<file path="src/rtl/bcd_score_counter_pkg.sv">
// Shared types and constants for the BCD score counter and its digit cells.
package score_pkg;

  typedef logic [3:0] bcd_digit_t;

  localparam bcd_digit_t BCD_MAX = 4'd9;

  typedef enum logic {
    IDLE,
    ADDING
  } score_state_t;

endpackage

</file>
<file path="src/rtl/bcd_score_counter_digit.sv">
// One BCD digit cell: counts 0..9 on inc, and passes a carry on when it rolls over from 9.
module bcd_up_digit
  import score_pkg::*;
(
  input  logic       clk,
  input  logic       reset,
  input  logic       clear,
  input  logic       inc,
  output bcd_digit_t digit,
  output logic       carry_out
);

  bcd_digit_t digit_q, digit_d;

  always_comb begin
    digit_d = digit_q;
    if (inc) begin
      digit_d = (digit_q >= BCD_MAX) ? 4'd0 : digit_q + 4'd1;
    end
  end

  always_ff @(posedge clk or posedge reset) begin
    if (reset) begin
      digit_q <= 4'd0;
    end else if (clear) begin
      digit_q <= 4'd0;
    end else begin
      digit_q <= digit_d;
    end
  end

  assign digit     = digit_q;
  assign carry_out = inc && (digit_q == BCD_MAX);

endmodule

</file>
<file path="src/rtl/bcd_score_counter.sv">
// Multi-digit BCD score accumulator: applies an "add N" request one unit per clock.
// Optional build macro SCORE_DOUBLE_EN adds a double_pts input that doubles the accepted amount.
module bcd_score_counter
  import score_pkg::*;
#(
  parameter int DIGITS   = 3,
  parameter int SATURATE = 1
) (
  input  logic                clk,
  input  logic                reset,
  input  logic                clear,
  input  logic                add_valid,
  input  logic [3:0]          add_amount,
`ifdef SCORE_DOUBLE_EN
  input  logic                double_pts,
`endif
  output logic                busy,
  output logic [4*DIGITS-1:0] count,
  output logic                tc,
  output logic                overflow
);

`ifdef SCORE_DOUBLE_EN
  localparam int REM_W = 5;
`else
  localparam int REM_W = 4;
`endif

  score_state_t     state_q, state_d;
  logic [REM_W-1:0] rem_q, rem_d;
  logic             ovf_q, ovf_d;

  logic [DIGITS:0]   carry;
  logic [DIGITS-1:0] is_nine;
  bcd_digit_t        digit_w [DIGITS];
  logic              adding;
  logic              sat_hold;

  assign adding   = (state_q == ADDING);
  assign tc       = &is_nine;
  // At all-9s a saturating counter must not feed the ripple chain at all.
  assign sat_hold = adding && tc && (SATURATE != 0);
  assign carry[0] = adding && !sat_hold;

  for (genvar i = 0; i < DIGITS; i++) begin : g_digit
    bcd_up_digit u_digit (
      .clk       (clk),
      .reset     (reset),
      .clear     (clear),
      .inc       (carry[i]),
      .digit     (digit_w[i]),
      .carry_out (carry[i+1])
    );
    assign count[4*i +: 4] = digit_w[i];
    assign is_nine[i]      = (digit_w[i] == BCD_MAX);
  end

  always_comb begin
    state_d = state_q;
    rem_d   = rem_q;
    ovf_d   = ovf_q || sat_hold || carry[DIGITS];
    unique case (state_q)
      IDLE: begin
        if (add_valid && (add_amount != 4'd0)) begin
          state_d = ADDING;
`ifdef SCORE_DOUBLE_EN
          rem_d   = double_pts ? {add_amount, 1'b0} : {1'b0, add_amount};
`else
          rem_d   = add_amount;
`endif
        end
      end
      ADDING: begin
        if (sat_hold) begin
          rem_d   = '0;
          state_d = IDLE;
        end else begin
          rem_d = rem_q - REM_W'(1);
          if (rem_q == REM_W'(1)) begin
            state_d = IDLE;
          end
        end
      end
      default: state_d = IDLE;
    endcase
  end

  always_ff @(posedge clk or posedge reset) begin
    if (reset) begin
      state_q <= IDLE;
      rem_q   <= '0;
      ovf_q   <= 1'b0;
    end else if (clear) begin
      state_q <= IDLE;
      rem_q   <= '0;
      ovf_q   <= 1'b0;
    end else begin
      state_q <= state_d;
      rem_q   <= rem_d;
      ovf_q   <= ovf_d;
    end
  end

  assign busy     = adding;
  assign overflow = ovf_q;

endmodule

</file>
<file path="config.mk">
export PLATFORM = sky130hd
export DESIGN_NAME = bcd_score_counter
export DESIGN_NICKNAME = d
export VERILOG_FILES = /design/src/rtl/bcd_score_counter_pkg.sv /design/src/rtl/bcd_score_counter_digit.sv /design/src/rtl/bcd_score_counter.sv
export SDC_FILE = /design/constraint.sdc
export NUM_CORES = 1
export LEC_CHECK = 0
export ABC_CLOCK_PERIOD_IN_PS = 3300
export CAP_MARGIN = 5
export CORE_MARGIN = 10
export CORE_UTILIZATION = 60
export CTS_BUF_LIST = sky130_fd_sc_hd__clkbuf_4
export DETAILED_ROUTE_END_ITERATION = 8
export DONT_BUFFER_PORTS = 1
export PLACE_DENSITY = 0.76
export SYNTH_ARGS = -nofsm -noshare
export SYNTH_HDL_FRONTEND = slang
export SYNTH_SLANG_ARGS = --single-unit
export TNS_END_PERCENT = 1
</file>
<file path="constraint.sdc">
create_clock -name clk -period 3.3 [get_ports clk]
set_input_delay 0.66 -clock clk [delete_from_list [all_inputs] [get_ports clk]]
set_output_delay 0.66 -clock clk [all_outputs]
set_load 0.02 [all_outputs]
</file>
==> results.py <==
metrics = {
    "routing": {
        "avgViaCountPerCell": 6.11,
        "drt-total-wl_mm": 2.43,
        "num_vias": 910,
        "ant_nets": 0,
        "dr.pass1.iters": 4,
        "drc": 0,
        "drt_iter0_drc": 18,
        "wl_per_cell_um": 16.3,
    },
    "timing": {
        "tightest_slew_ps": 754,
        "slew_viol_final": 0,
        "slew_headroom": 0.491,
        "fin_ws_ps": 640,
        "setup_viol": 0,
        "tns_ps": 0,
        "fmax_mhz": 376,
        "fin_skew_ps": 6.49,
        "min_period_ps": 2660,
        "finalCritPeriodShare": 0.806,
        "final_hold_viol_count": 0,
        "rsz0062_at_grt": "false",
    },
    "floorplanning": {
        "initial_core_util": 0.622,
        "die_area_um2": 4180,
        "ios": 23,
        "coreArea_um2": 1920,
        "die_w_um": 64.6,
        "num_rows": 16,
        "die_y_um": 64.6,
    },
    "logic_synthesis": {
        "syn-cell-area_um2": 1190,
        "yosysUniqueCellTypes": 47,
        "synth_top_area_share": 0.377,
        "seq_area_frac_synth": 0.377,
        "yosysMostFrequentCell": "dfrtp_1",
        "synth-main-ff-cell": "dfrtp_1",
        "synth_seq_cells": 18,
        "synth_async_sr_flop_share": 1.00,
        "synth_top_cell_by_area": "dfrtp_1",
        "yosys_warnings": 0,
        "ys_top_cells_by_count": "dfrtp_1 (18), ha_1 (11), inv_1 (11)",
        "synth_edf_count": 0,
        "ys_top_cells_by_area": "dfrtp_1 (38%), ha_1 (12%), inv_1 (3.5%), nand2_1 (2.5%), or3b_2 (2.2%)",
        "netlist_instances": 122,
        "synth_nets": 141,
        "postSynthAreaPerCell_um2": 9.79,
    },
    "clocking": {
        "cts_made_buffers": 3,
        "insertion_delay_ps": 290,
        "clk_path_buf_depth": 2,
        "cts_sinks": 18,
        "cts_tree": "built",
        "clockRootBuffer": "clkbuf_4",
        "cts_resized": 0,
        "clk_pin_slew_ps": 110,
        "holdBufCountCts": 0,
        "postCtsSetupBuffers": 0,
        "cts_htree_levels": 1,
    },
    "layout": {
        "fillCellCount": 180,
        "multiInputGateArea_um2": 674,
        "drive_gt1_frac": 0.115,
        "syn2layout_area_growth_pct": 2.93,
        "seqCellArea_um2": 450,
        "nNetsFinal": 142,
        "final_cell_area_um2": 1230,
        "n_antenna_cell": 0,
    },
    "power": {
        "power_mw": 0.456,
        "power_leakage_nw": 0.566,
        "p_per_area_nw_per_um2": 371,
        "ir_drop_v": 0.000270,
    },
    "worst_setup_path": {
        "worstSetupStartpointType": "flip-flop",
        "r2r_slack_ps": 1310,
        "cp-startpoint": "g_digit[2].u_digit.digit[0]",
        "critPathRequiredTime_ps": 2640,
        "critical_path_class": "flip-flop to primary output",
        "end_kind": "primary output",
        "r2r_cells": 6,
        "crit_fanout": 7,
        "reg2reg_from": "g_digit[2].u_digit.digit[0]",
        "reg2reg_to": "rem_q[1]",
        "crit_arrival_ps": 2000,
    },
    "placed_design": {
        "dpl.hpwl_mm": 1.87,
        "placed_cell_area_um2": 1200,
        "post-place-ws_ps": 950,
        "io_buffers": 0,
        "routabilityCongestion": 0.799,
    },
    "global_route": {
        "grt_pass1_vias": 938,
        "grt-ovfl-total": 0,
        "antenna_found_initial": 0,
        "grt_first_pass_wirelength_mm": 4.26,
        "grtUsageTotal": 0.123,
        "grt_max_degree": 24,
    },
    "worst_hold_path": {
        "min_path_type": "input port to async pin",
    },
    "run": {
        "cap_violations": 0,
    },
    "status": {
        "outcome": "complete, no violations",
    },
}
[registers in the layout, indices dropped and copies added (netlist names)]
name,flops
busy,1
rem_q,4
g_digit.u_digit.digit,12
overflow,1
[power by group]
group / total, mW / switching [mW] / leakage [nW] / internal [mW]
sequential: 0.264 / 0.0310 / 0.244 / 0.233
clock: 0.114 / 0.0704 / 0.0154 / 0.0439
combinational: 0.0777 / 0.0403 / 0.307 / 0.0373
[critical path, cell delays in order (launching register included)]
cell      delay (ps)
dfrtp_1          570
ha_1             300
nand3b_4         100
or4_4            590
inv_2            160
[layer usage]
metal  vias to the layer above  global-route usage  part of all wire
li1                        447                   -                 -
met1                       446               0.142              0.44
met2                        15               0.207              0.49
met3                         2              0.0430             0.058
met4                         0              0.0401            0.0078
met5                         -                   0                 0
[layout make-up]
| cell class | count | share of cell area |
|---|---|---|
| clock buffers | 3 | 0.0183 |
| clock inverters | 1 | 0.00305 |
| inverters | 12 | 0.0366 |
| multi-input cells | 88 | 0.548 |
| flip-flops and latches | 18 | 0.366 |
| well taps | 27 | 0.0275 |
[stage by stage]
| step | util | std cells | hold slack, ps |
|---|---|---|---|
| finish | 0.640 | 149 | 349 |
| global route | 0.640 | 149 | 391 |
| CTS | 0.640 | 149 | 376 |
| detailed placement | 0.626 | 145 | 575 |
| global placement | 0.626 | 145 | 555 |
| floorplan | - | 122 | 516 |
[cells in the final DEF (no fill, tap or decap), types with 3 or more instances in the layout]
| master | n |
|---|---|
| ha_1 | 11 |
| o21ai_0 | 5 |
| dfrtp_1 | 18 |
| a21oi_1 | 4 |
| nand2_1 | 8 |
| or3b_2 | 3 |
| nand3_1 | 3 |
| nor2_1 | 6 |
| o31ai_1 | 3 |
| inv_1 | 11 |
| clkbuf_4 | 3 |
[worst max-delay path by stage]
stage                     cells past startpoint  endpoint
after floorplan                               6        tc
after global placement                        4        tc
after detailed placement                      4        tc
after CTS                                     4        tc
after global routing                          4        tc
final                                         4        tc
[logic make-up (layout without fill, tap and decap cells)]
logic type | Yosys count | in the layout | synth area share
AO/OA/AOI/OAI | 36 | 36 | 0.223
multiplexers | 2 | 2 | 0.0168
flip-flops | 18 | 18 | 0.377
buffers and inverters | 16 | 16 | 0.0586
AND/OR/NAND/NOR | 36 | 36 | 0.187
adder cells (fa/ha/maj) | 11 | 11 | 0.115
XOR/XNOR | 3 | 3 | 0.0220
Note: power is estimated with default switching activity, not from simulation.
